[src/rtl/wb_int_ctrl_if.sv]
// Wishbone slave bus between the intercon and the interrupt controller.
// The master modport drives the request; the slave modport returns data and acknowledge.
interface wb_int_ctrl_if;
  logic        STB;
  logic        WE;
  logic [31:0] ADDR;
  logic [31:0] DAT_I;
  logic [31:0] DAT_O;
  logic        ACK;

  modport master (output STB, WE, ADDR, DAT_I, input DAT_O, ACK);
  modport slave  (input STB, WE, ADDR, DAT_I, output DAT_O, ACK);
endinterface

[src/rtl/wb_int_ctrl.sv]
// Wishbone-slave interrupt controller: synchronises N_SRC sources, latches pending
// requests and presents a fixed-priority INT/CAUSE pair to the CPU.
module wb_int_ctrl #(
  parameter int unsigned N_SRC      = 8,
  parameter logic [31:0] CAUSE_BASE = 32'h0000_0000,
  parameter logic [31:0] MASK_RST   = 32'h0000_0000,
  parameter logic [31:0] MODE_RST   = 32'hFFFF_FFFF
) (
  input  logic             clk,
  input  logic             RSTN,
  input  logic [N_SRC-1:0] irq_src,
  wb_int_ctrl_if.slave     bus,
  output logic             CPU_INT,
  output logic [31:0]      CPU_CAUSE
);
  localparam logic [1:0] REG_PENDING = 2'd0;
  localparam logic [1:0] REG_MASK    = 2'd1;
  localparam logic [1:0] REG_MODE    = 2'd2;
  localparam logic [1:0] REG_CAUSE   = 2'd3;

  logic [N_SRC-1:0] s1_r;
  logic [N_SRC-1:0] s2_r;
  logic [N_SRC-1:0] s2_d_r;
  logic [N_SRC-1:0] pending_r;
  logic [N_SRC-1:0] mask_r;
  logic [N_SRC-1:0] mode_r;
  logic             ack_r;
  logic [31:0]      dat_o_r;
  logic             cpu_int_r;
  logic [31:0]      cpu_cause_r;

  logic [1:0]       word_s;
  logic             xfer_s;
  logic             wr_s;
  logic [N_SRC-1:0] wdat_s;
  logic [N_SRC-1:0] edge_s;
  logic [N_SRC-1:0] w1c_s;
  logic [N_SRC-1:0] pending_nxt_s;
  logic [N_SRC-1:0] active_s;
  logic [4:0]       win_s;
  logic [31:0]      cause_nxt_s;
  logic [31:0]      rdat_s;
  logic             unused_s;

  // A transfer is accepted only while ACK is low, so a held STB yields every-other-cycle ACKs.
  assign word_s   = bus.ADDR[3:2];
  assign xfer_s   = bus.STB & ~ack_r;
  assign wr_s     = xfer_s & bus.WE;
  assign wdat_s   = bus.DAT_I[N_SRC-1:0];
  assign edge_s   = s2_r & ~s2_d_r;
  assign active_s = pending_r & mask_r;
  assign unused_s = ^{bus.ADDR, bus.DAT_I};

  // Pending next state: level bits follow the source, edge bits set-dominant over W1C.
  always_comb begin
    w1c_s = '0;
    if (wr_s && (word_s == REG_PENDING)) begin
      w1c_s = wdat_s;
    end else begin
      w1c_s = '0;
    end
    pending_nxt_s = (mode_r & ((pending_r & ~w1c_s) | edge_s)) | (~mode_r & s2_r);
  end

  // Register read mux; unimplemented upper bits read as zero.
  always_comb begin
    rdat_s = 32'h0000_0000;
    case (word_s)
      REG_PENDING: rdat_s[N_SRC-1:0] = pending_r;
      REG_MASK:    rdat_s[N_SRC-1:0] = mask_r;
      REG_MODE:    rdat_s[N_SRC-1:0] = mode_r;
      REG_CAUSE:   rdat_s            = cpu_cause_r;
      default:     rdat_s            = 32'h0000_0000;
    endcase
  end

  // Fixed-priority encoder: scanning downward leaves the lowest active index.
  always_comb begin
    win_s = 5'd0;
    for (int i = N_SRC - 1; i >= 0; i--) begin
      win_s = active_s[i] ? 5'(i) : win_s;
    end
    if (|active_s) begin
      cause_nxt_s = CAUSE_BASE + {27'd0, win_s};
    end else begin
      cause_nxt_s = 32'h0000_0000;
    end
  end

  // Two-flop synchroniser plus delay stage for edge detection.
  always_ff @(posedge clk or negedge RSTN) begin
    if (!RSTN) begin
      s1_r   <= '0;
      s2_r   <= '0;
      s2_d_r <= '0;
    end else begin
      s1_r   <= irq_src;
      s2_r   <= s1_r;
      s2_d_r <= s2_r;
    end
  end

  // Pending, mask and mode registers; writes commit on the edge that raises ACK.
  always_ff @(posedge clk or negedge RSTN) begin
    if (!RSTN) begin
      pending_r <= '0;
      mask_r    <= MASK_RST[N_SRC-1:0];
      mode_r    <= MODE_RST[N_SRC-1:0];
    end else begin
      pending_r <= pending_nxt_s;
      if (wr_s && (word_s == REG_MASK)) begin
        mask_r <= wdat_s;
      end
      if (wr_s && (word_s == REG_MODE)) begin
        mode_r <= wdat_s;
      end
    end
  end

  // Bus response: single-cycle ACK, read data captured with it and held afterwards.
  always_ff @(posedge clk or negedge RSTN) begin
    if (!RSTN) begin
      ack_r   <= 1'b0;
      dat_o_r <= 32'h0000_0000;
    end else begin
      ack_r <= bus.STB & ~ack_r;
      if (xfer_s) begin
        dat_o_r <= rdat_s;
      end
    end
  end

  // Registered CPU interrupt request and cause code.
  always_ff @(posedge clk or negedge RSTN) begin
    if (!RSTN) begin
      cpu_int_r   <= 1'b0;
      cpu_cause_r <= 32'h0000_0000;
    end else begin
      cpu_int_r   <= |active_s;
      cpu_cause_r <= cause_nxt_s;
    end
  end

  assign bus.ACK   = ack_r;
  assign bus.DAT_O = dat_o_r;
  assign CPU_INT   = cpu_int_r;
  assign CPU_CAUSE = cpu_cause_r;
endmodule

[src/flat_wrapper.sv]
// flat-port wrapper written by rule: the top's interface ports become plain ports
module wb_int_ctrl_flat 
#(
  parameter int unsigned N_SRC      = 8,
  parameter logic [31:0] CAUSE_BASE = 32'h0000_0000,
  parameter logic [31:0] MASK_RST   = 32'h0000_0000,
  parameter logic [31:0] MODE_RST   = 32'hFFFF_FFFF
)
  (clk, RSTN, irq_src, CPU_INT, CPU_CAUSE, bus_STB, bus_WE, bus_ADDR, bus_DAT_I, bus_DAT_O, bus_ACK);
  wb_int_ctrl_if bus_i ();
  input  logic clk;
  input  logic RSTN;
  input  logic [N_SRC-1:0] irq_src;
  output logic CPU_INT;
  output logic [31:0] CPU_CAUSE;
  input wire logic [$bits(bus_i.STB)-1:0] bus_STB;
  input wire logic [$bits(bus_i.WE)-1:0] bus_WE;
  input wire logic [$bits(bus_i.ADDR)-1:0] bus_ADDR;
  input wire logic [$bits(bus_i.DAT_I)-1:0] bus_DAT_I;
  output wire logic [$bits(bus_i.DAT_O)-1:0] bus_DAT_O;
  output wire logic [$bits(bus_i.ACK)-1:0] bus_ACK;
  assign bus_i.STB = bus_STB;
  assign bus_i.WE = bus_WE;
  assign bus_i.ADDR = bus_ADDR;
  assign bus_i.DAT_I = bus_DAT_I;
  assign bus_DAT_O = bus_i.DAT_O;
  assign bus_ACK = bus_i.ACK;
  wb_int_ctrl #(.N_SRC(N_SRC), .CAUSE_BASE(CAUSE_BASE), .MASK_RST(MASK_RST), .MODE_RST(MODE_RST)) u_core (.clk(clk), .RSTN(RSTN), .irq_src(irq_src), .bus(bus_i), .CPU_INT(CPU_INT), .CPU_CAUSE(CPU_CAUSE));
endmodule
[config.mk]
export PLATFORM = sky130hd
export DESIGN_NAME = wb_int_ctrl_flat
export DESIGN_NICKNAME = d
export VERILOG_FILES = /design/src/rtl/wb_int_ctrl_if.sv /design/src/rtl/wb_int_ctrl.sv /design/src/flat_wrapper.sv
export SDC_FILE = /design/constraint.sdc
export NUM_CORES = 1
export LEC_CHECK = 0
export BUFFER_PORTS_ARGS = -buffer_cell sky130_fd_sc_hd__buf_2
export CAP_MARGIN = 20
export CORE_MARGIN = 2
export CORE_UTILIZATION = 49
export CTS_CLUSTER_DIAMETER = 60
export DETAILED_ROUTE_END_ITERATION = 8
export GPL_TIMING_DRIVEN = 0
export PLACE_DENSITY = 0.86
export SYNTH_ARGS = -nofsm -noshare
export SYNTH_HDL_FRONTEND = slang
export SYNTH_SLANG_ARGS = --single-unit
[constraint.sdc]
create_clock -name clk -period 3.34 [get_ports clk]
set_input_delay 0.334 -clock clk [delete_from_list [all_inputs] [get_ports clk]]
set_output_delay 0.334 -clock clk [all_outputs]
set_load 0.02 [all_outputs]
==> out/qor.yml, run 1 <==
p_int_mw: 1.46
grt_pass1_vias: 1674
worst_slack_ps: 1640
synth_flop_cell: "dfrtp_1"
avgRoutedWirePerCell_um: 12.3
crit_required_ps: 3570
vdd_drop_max_mv: 0.328
dp_hpwl_mm: 3.58
p_per_area_mw_per_mm2: 612
leakage_nw: 1.77
preCtsSetupSlack_ps: 1600
first_iter_violations: 73
cts_num_sinks: 61
synth-seq-cells: 61
grt_pass1_wl_mm: 7.85
avgSynthCellArea_um2: 12.4
startpoint_type: "flop"
row_count: 27
postCtsSetupBuffers: 0
cts_tree: "done"
p_sw_share_pct: 30.0
cts_hold_buf: 0
cts.root.buffer_cell: "clkbuf_8"
final_antenna_net_count: 0
synth_seq_area_share_pct: 56.1
clock_path_buffers: 2
status: "finished clean"
cts_resized: 0
finalWirelength_mm: 4.86
num_vias: 1728
n_antenna_cell: 0
grt_max_degree: 32
critPathSlowestCell: "nor4b_4"
finClkSkew_ps: 5.16
firstDrtPassIters: 4
rsz0062_at_grt: "false"
layout-drive-gt1-share_pct: 41.0
slowest_delay_ps: 620
p_switching_mw: 0.626
crit_chain: "nand2b_4 > nor4b_4 > nand2_1 > a32o_1"
core_mm2: 0.00544
io_pins: 142
power_frac_seq_pct: 47.5
syn_area_mm2: 0.00274
tightestPinTransition_ps: 694
drc_errors: 0
initial_utilization_pct: 50.3
end_kind: "flop"
clk_pin_slew_ps: 70
area_growth_pct: 24.4
crit_type: "flop to flop"
finalCritPeriodShare_pct: 50.8
chipWidth_um: 78.7
yosysTopAreaCell: "dfrtp_1"
final_util_pct: 62.6
cts_made_buffers: 9
place.gp.congestion: 0.786
slew_headroom_pct: 53.8
ys_top_cells_by_count: "buf_4, dfrtp_1, nand2_1"
tns_ps: 0
ys_warn_count: 0
maxCapViolations: 0
critical_path_buf_inv_count: 0
fmaxAchievable_ghz: 0.589
synth_top_cell_area_share_pct: 48.4
syn_inst: 221
clk_latency_ps: 340
yosysUniqueCellTypes: 27
nets: 395
die_h_um: 78.7
ys_async_sr_fraction_pct: 100
via_per_inst: 4.36
pwr-share-comb_pct: 22.1
crit_arrival_ps: 1920
cts_htree_levels: 3
antenna_found_initial: 0
gr-total-overflow: 0
synth-edff-count: 0
hold_viol_final: 0
die_area_mm2: 0.00620
pwr-share-clk_pct: 30.4
whs_ps: 34.9
crit_fanout: 8
grt.total_usage_pct: 17.0
crit_family: "simple AND/OR/NAND/NOR gates"
io_buffers: 34
setup_violations: 0
fin_crit_ps: 1700
hold_path.class: "input pin to async pin"
synth.area.top_cells: "dfrtp_1, buf_4, dfstp_2"
drv_slew: 0
==> metal layers <==
layer,up-vias,track usage [%],share of wire (%)
li1,847,-,-
met1,797,19.5,40
met2,75,27.9,50
met3,9,5.57,8.0
met4,0,9.47,2.2
met5,-,0,0
==> power groups by stage <==
stage	logic [mW]	registers, mW	clock network (mW)
6_report	0.460	0.990	0.634
5_1_grt	0.501	1.00	0.683
4_1_cts	0.460	0.988	0.654
3_5_place_dp	0.459	0.999	0
3_3_place_gp	0.439	0.992	0
2_1_floorplan	0.286	1.03	0
==> worst register-to-register path: cells and delay by family (launching register included) <==
family / cells / cell delay, ps
AND/OR/NAND/NOR: 3 / 930
flip-flops: 1 / 380
AO/OA/AOI/OAI: 1 / 280
==> registers in the layout, summed over array words and instances, names as in the netlist <==
name / count
u_core.mask_r: 8
u_core.CPU_INT: 1
u_core.CPU_CAUSE: 3
u_core.bus.ACK: 1
u_core.pending_r: 8
u_core.s2_r: 8
u_core.mode_r: 8
u_core.s2_d_r: 8
u_core.s1_r: 8
u_core.bus.DAT_O: 8
==> per-stage QoR <==
step | std cells | instance area, um^2 | total power, mW
floorplan | 273 | 2930 | 1.31
global placement | 379 | 3190 | 1.43
detailed placement | 380 | 3210 | 1.46
CTS | 396 | 3410 | 2.10
global route | 396 | 3410 | 2.19
finish | 396 | 3410 | 2.08
==> cell usage in the layout, fill, tap and decap left out <==
| cell type | n |
|---|---|
| nor2b_2 | 1 |
| nor4b_4 | 1 |
| a22o_1 | 1 |
| and3_1 | 2 |
| a32o_1 | 8 |
| and3b_1 | 1 |
| clkbuf_8 | 11 |
| dfstp_2 | 8 |
| mux4_1 | 3 |
| a21oi_1 | 5 |
| mux2i_1 | 5 |
| nand4b_4 | 1 |
| clkbuf_1 | 3 |
| nand3_1 | 2 |
| a32oi_1 | 2 |
| buf_12 | 1 |
| clkinvlp_4 | 1 |
| buf_2 | 34 |
| a22oi_1 | 2 |
| nand2b_4 | 1 |
| bufinv_16 | 1 |
| buf_6 | 2 |
| nor2_1 | 6 |
| dfrtp_1 | 53 |
| clkinv_2 | 2 |
| o21ai_0 | 6 |
| buf_4 | 53 |
| nand2_1 | 37 |
| mux2_2 | 16 |
| conb_1 | 53 |
| a21boi_0 | 1 |
| inv_1 | 1 |
==> final timing paths <==
check	start	to	slack [ps]	depth (start not counted)
setup / recovery	u_core.bus.ACK	u_core.pending_r[2]	1640	4
hold / removal	RSTN	u_core.s1_r[1]	30	1
setup reg to reg	u_core.bus.ACK	u_core.pending_r[2]	1640	4
hold reg to reg	u_core.s1_r[6]	u_core.s2_r[6]	350	0
max in group asynchronous	RSTN	u_core.mode_r[5]	2640	2
min in group clk	irq_src[1]	u_core.s1_r[1]	100	1
==> cell families (layout without fill, tap and decap cells) <==
| group | count (synthesis) | after routing | synth area share, % |
|---|---|---|---|
| buf+inv | 58 | 109 | 16.1 |
| compound gates | 25 | 25 | 6.72 |
| simple gates | 52 | 52 | 9.60 |
| mux | 24 | 24 | 11.3 |
| flops | 61 | 61 | 56.1 |
| other cells | 1 | 53 | 0.137 |
==> area by class of cell <==
class | count | area, um^2
Buffer | 57 | 438
Clock buffer | 12 | 145
Clock inverter | 4 | 47.5
Fill cell | 447 | 2030
Inverter | 1 | 3.75
Multi-Input combinational cell | 154 | 955
Sequential cell | 61 | 1540
Tap cell | 72 | 90.1
Timing Repair Buffer | 35 | 190
Power figures use the tool's default switching activity.
==> inputs of run 2 (changes only) <==
Settings changed: ABC_AREA set to 1, CORE_UTILIZATION 49 to 41, PLACE_DENSITY 0.86 to 0.76.
Clock period 3.34 ns to 1.4 ns, I/O delays scaled along.
==> run 2 against run 1 <==
Flip-flop and latch count did not move. Clock skew barely moved. Worst setup slack got worse by 1500 ps. Clock power rose to 2.6 times the previous value. Non-clock buffer count grew 13. Clock-buffer cell count down 1. Final area rose by 6.5%. Largest cell class unchanged.
==> out/qor.yml, run 2 <==
drv_slew: 0
antenna_found_initial: 0
grt.total_usage_pct: 15.0
power.total_mw: 5.03
finClkSkew_ps: 4.73
ys_async_sr_fraction_pct: 100
ys_warn_count: 0
finalWirelength_mm: 5.27
initial_utilization_pct: 41.9
grt_pass1_wl_mm: 8.47
n_antenna_cell: 0
final_antenna_net_count: 0
p_switching_mw: 1.49
power_frac_seq_pct: 45.8
pwr-share-clk_pct: 33.4
avgSynthCellArea_um2: 9.48
clk_latency_ps: 340
final_common_cell: "nand2_1"
cts_made_buffers: 9
synthSimpleGateAreaFrac_pct: 20.8
yosysTopAreaCell: "dfrtp_1"
maxCapViolations: 0
p_int_mw: 3.54
core_mm2: 0.00668
fin_crit_ps: 1290
synth_top_cell_area_share_pct: 47.4
area_growth_pct: 29.7
synthAdderAreaFrac_pct: 0
fmaxAchievable_ghz: 0.776
synth_compound_area_share_pct: 5.32
p_per_area_mw_per_mm2: 1390
hold_viol_final: 0
final_cell_mix: "nand2_1, buf_4, conb_1, dfrtp_1, buf_2"
synth_flop_cell: "dfrtp_1"
startpoint_type: "flop"
synth.area.top_cells: "dfrtp_1, buf_4, nand2_1"
syn_inst: 295
first_iter_violations: 108
synth_most_common_cell: "nand2_1"
crit_arrival_ps: 1550
drc_errors: 0
pwr-share-comb_pct: 20.8
die_h_um: 86.6
layout-drive-gt1-share_pct: 33.3
dp_hpwl_mm: 3.77
num_vias: 2062
vdd_drop_max_mv: 0.855
cts.root.buffer_cell: "clkbuf_8"
place.gp.congestion: 0.831
yosysUniqueCellTypes: 22
cts_num_sinks: 61
leakage_nw: 1.91
setup_violations: 0
hold_path.class: "input pin to flop"
firstDrtPassIters: 4
io_pins: 142
row_count: 30
synth-xor-area-share_pct: 0
gr-total-overflow: 0
slew_headroom_pct: 55.2
grt_max_degree: 33
worst_slack_ps: 111
tightestPinTransition_ps: 672
synth-seq-cells: 61
grt_pass1_vias: 1870
tns_ps: 0
p_sw_share_pct: 29.5
cts_resized: 0
cts_htree_levels: 3
clk_pin_slew_ps: 60
synth-edff-count: 0
dpl.cell_count: 460
preCtsSetupSlack_ps: -140
crit_fanout: 4
ys_top_cells_by_count: "nand2_1, buf_4, dfrtp_1"
chipWidth_um: 86.6
nets: 481
synth_top_family_by_area: "simple AND/OR/NAND/NOR gates"
end_kind: "flop"
clock_path_buffers: 2
status: "finished clean"
finalNonFillerCells: 489
via_per_inst: 4.22
io_buffers: 32
avgRoutedWirePerCell_um: 10.8
finalCritPeriodShare_pct: 92.1
synth_seq_area_share_pct: 54.9
crit_required_ps: 1660
cts_tree: "done"
syn_area_mm2: 0.00280
rsz0062_at_grt: "false"
synthMuxAreaShare_pct: 0
crit_type: "flop to flop"
whs_ps: 24.3
die_area_mm2: 0.00750
run 2: what timing repair did:
| item | 4_1_cts | 5_1_grt |
|---|---|---|
| endpoints found under the hold margin | 34 | 0 |
| hold buffers | 9 | 0 |
| setup buffers | 5 | 0 |
| setup endpoints to repair | 24 | 0 |
run 2: final timing paths:
| kind | startpoint | endpoint | slack [ps] | cells past startpoint |
|---|---|---|---|---|
| setup / recovery | u_core.bus.ACK | u_core.mode_r[6] | 110 | 6 |
| hold / removal | bus_DAT_I[3] | u_core.mode_r[3] | 20 | 3 |
| setup reg to reg | u_core.bus.ACK | u_core.mode_r[6] | 110 | 6 |
| hold reg to reg | u_core.s1_r[1] | u_core.s2_r[1] | 350 | 0 |
| max in group asynchronous | RSTN | u_core.mode_r[6] | 360 | 3 |
| min in group asynchronous | RSTN | u_core.s1_r[2] | 370 | 2 |
run 2: layout make-up:
cell class	instances	area (um^2)
inverter	23	86.3
buffer	58	440
timing repair buffer	47	320
sequential	61	1540
clock buffer	11	141
multi-input combinational	205	928
clock inverter	4	72.6
tap	80	100
fill	619	3060
run 2: logic make-up after synthesis:
group	after synthesis
AO/OA/AOI/OAI	23
buffers and inverters	81
flip-flops	61
other	1
AND/OR/NAND/NOR	129
run 2: per-stage QoR:
stage	cell area (um^2)	util [%]
final	3630	54.3
after global routing	3630	54.3
after CTS	3630	54.3
after detailed placement	3270	49.0
after global placement	3250	48.7
after floorplan	2990	-
run 2: power by group through the flow:
stage | combinational [mW] | sequential (mW) | clock [mW]
final | 1.05 | 2.30 | 1.68
after global routing | 1.18 | 2.34 | 1.81
after CTS | 1.05 | 2.30 | 1.74
after detailed placement | 1.02 | 2.33 | 0
after global placement | 0.984 | 2.32 | 0
after floorplan | 0.650 | 2.39 | 0
run 2: per-layer routing:
layer / up-vias / GRT usage (%) / share of wire (%)
met5: - / 0 / 0
met4: 0 / 5.11 / 1.8
met3: 8 / 7.24 / 9.5
met2: 78 / 23.9 / 47
met1: 933 / 17.9 / 41
li1: 1043 / - / -
run 2: critical path, cell delays in order (launching register included):
cell	delay [ps]
dfrtp_1	400
nor2_4	120
nand2_4	90
nor3_4	280
buf_4	200
nand2_1	50
o21ai_0	70
==> inputs of run 3 (changes only) <==
Settings changed: RECOVER_POWER set to 25.
==> run 3 against run 2 <==
Worst setup slack improved by 1.8 ps. Flip-flop and latch count is the same. Non-clock buffer count unchanged. Clock skew grew 0.74 ps. Sequential share of layout area unchanged. Critical path depth is the same. Sequential power barely moved. Combinational power barely moved. Critical path type unchanged. Largest power group unchanged.
==> out/qor.yml, run 3 (synthesized netlist as in run 2, its figures left out) <==
gr-total-overflow: 0
die_area_mm2: 0.00750
clock_path_buffers: 2
tns_ps: 0
pwr-share-comb_pct: 20.8
p_switching_mw: 1.49
via_per_inst: 4.23
n_antenna_cell: 0
clk_latency_ps: 340
num_vias: 2069
crit_arrival_ps: 1550
hold_viol_final: 0
worst_r2r_path_depth: 6
io_pins: 142
cts.root.buffer_cell: "clkbuf_8"
maxCapViolations: 0
grt.total_usage_pct: 15.0
dpl_cell_area_mm2: 0.00327
finalWirelength_mm: 5.29
initial_utilization_pct: 41.9
final_antenna_net_count: 0
die_h_um: 86.6
nFillCells: 619
area_growth_pct: 29.7
hold_end: "u_core.mode_r[3]"
crit_fanout: 4
drc_errors: 0
final_cell_mix: "nand2_1, buf_4, conb_1, dfrtp_1, buf_2"
final_cell_area_mm2: 0.00363
timing.rr.end: "u_core.mode_r[6]"
slew_headroom_pct: 50.2
clk_pin_slew_ps: 60
finClkSkew_ps: 5.47
p_int_mw: 3.54
rsz0062_at_grt: "false"
tightestPinTransition_ps: 747
first_iter_violations: 108
p_sw_share_pct: 29.6
fin_crit_ps: 1290
grt_pass1_wl_mm: 8.47
worstHoldPathCells: 3
hold_path.class: "input pin to flop"
finalCritPeriodShare_pct: 91.9
crit_required_ps: 1660
status: "finished clean"
firstDrtPassIters: 4
core_mm2: 0.00668
reg2reg_setup_slack_ps: 110
avgRoutedWirePerCell_um: 10.8
startpoint_type: "flop"
nets: 481
p_per_area_mw_per_mm2: 1390
cts_made_buffers: 9
setup_violations: 0
reg2reg_from: "u_core.bus.ACK"
fmaxAchievable_ghz: 0.777
vdd_drop_max_mv: 0.856
drv_slew: 0
place.gp.congestion: 0.831
power_frac_seq_pct: 45.7
grt_pass1_vias: 1870
chipWidth_um: 86.6
dp_hpwl_mm: 3.77
cts_num_sinks: 61
cts_tree: "done"
end_kind: "flop"
crit_type: "flop to flop"
antenna_found_initial: 0
grt_max_degree: 33
min-delay-start: "bus_DAT_I[3]"
pwr-share-clk_pct: 33.5
final_common_cell: "nand2_1"
cts_htree_levels: 3
layout-drive-gt1-share_pct: 33.3
leakage_nw: 1.91
io_buffers: 32
row_count: 30
## run 3: cell types whose count changed in the layout (fill, tap and decap cells not counted), sizes merged
cell / change
clkbuf: +1
buf: -1
## run 3: power groups by stage
stage	clock, mW	combinational, mW	sequential [mW]
2_1_floorplan	0	0.650	2.39
3_3_place_gp	0	0.984	2.32
3_5_place_dp	0	1.02	2.33
4_1_cts	1.74	1.05	2.30
5_1_grt	1.81	1.18	2.34
6_report	1.69	1.05	2.30
## run 3: final cells by class
class	count	area, um^2	area share (%)
Multi-Input combinational cell	205	928	25.6
Clock inverter	4	72.6	2.00
Sequential cell	61	1540	42.4
Tap cell	80	100	2.76
Inverter	23	86.3	2.38
Clock buffer	11	141	3.90
Timing Repair Buffer	47	320	8.83
Buffer	58	440	12.1
## run 3: how the worst max path moves through the flow
| stage | startpoint | end | cells after the start |
|---|---|---|---|
| 2_1_floorplan | u_core.bus.ACK | u_core.mask_r[0] | 5 |
| 3_3_place_gp | u_core.bus.ACK | u_core.mode_r[2] | 6 |
| 3_5_place_dp | u_core.bus.ACK | u_core.mode_r[0] | 5 |
| 4_1_cts | u_core.bus.ACK | u_core.mode_r[6] | 6 |
| 5_1_grt | u_core.bus.ACK | u_core.mode_r[6] | 6 |
| 6_report | u_core.bus.ACK | u_core.mode_r[6] | 6 |
## run 3: metal layers
layer	global-route usage, %	vias up	part of all wire (%)
met2	23.9	72	47
met1	17.9	947	42
met3	7.24	8	8.9
met5	0	-	0
met4	5.11	0	1.8
li1	-	1042	-
## run 3: per-stage QoR
| step | util (%) | worst slack, ps | cells | hold slack, ps | power (mW) |
|---|---|---|---|---|---|
| finish | 54.3 | 113 | 489 | 23.3 | 5.03 |
| global route | 54.3 | 3.43 | 489 | 18.1 | 5.33 |
| CTS | 54.3 | 93.3 | 489 | 5.38 | 5.09 |
| detailed placement | 49.0 | -140 | 460 | 223 | 3.35 |
| global placement | 48.7 | -113 | 459 | 248 | 3.30 |
| floorplan | - | 57.2 | 347 | -156 | 3.04 |
## run 3: worst max-delay path: stages (launching register included)
cell     delay [ps]
dfrtp_1         400
nor2_4          120
nand2_4          90
nor3_4          280
buf_4           200
nand2_1          50
o21ai_0          70
## run 3: what timing repair did
item | CTS | global route
hold buffers | 9 | 0
gates resized for setup | 0 | 0
buffers inserted | 5 | 0
setup endpoints to repair | 24 | 0
hold endpoints to repair | 34 | 0
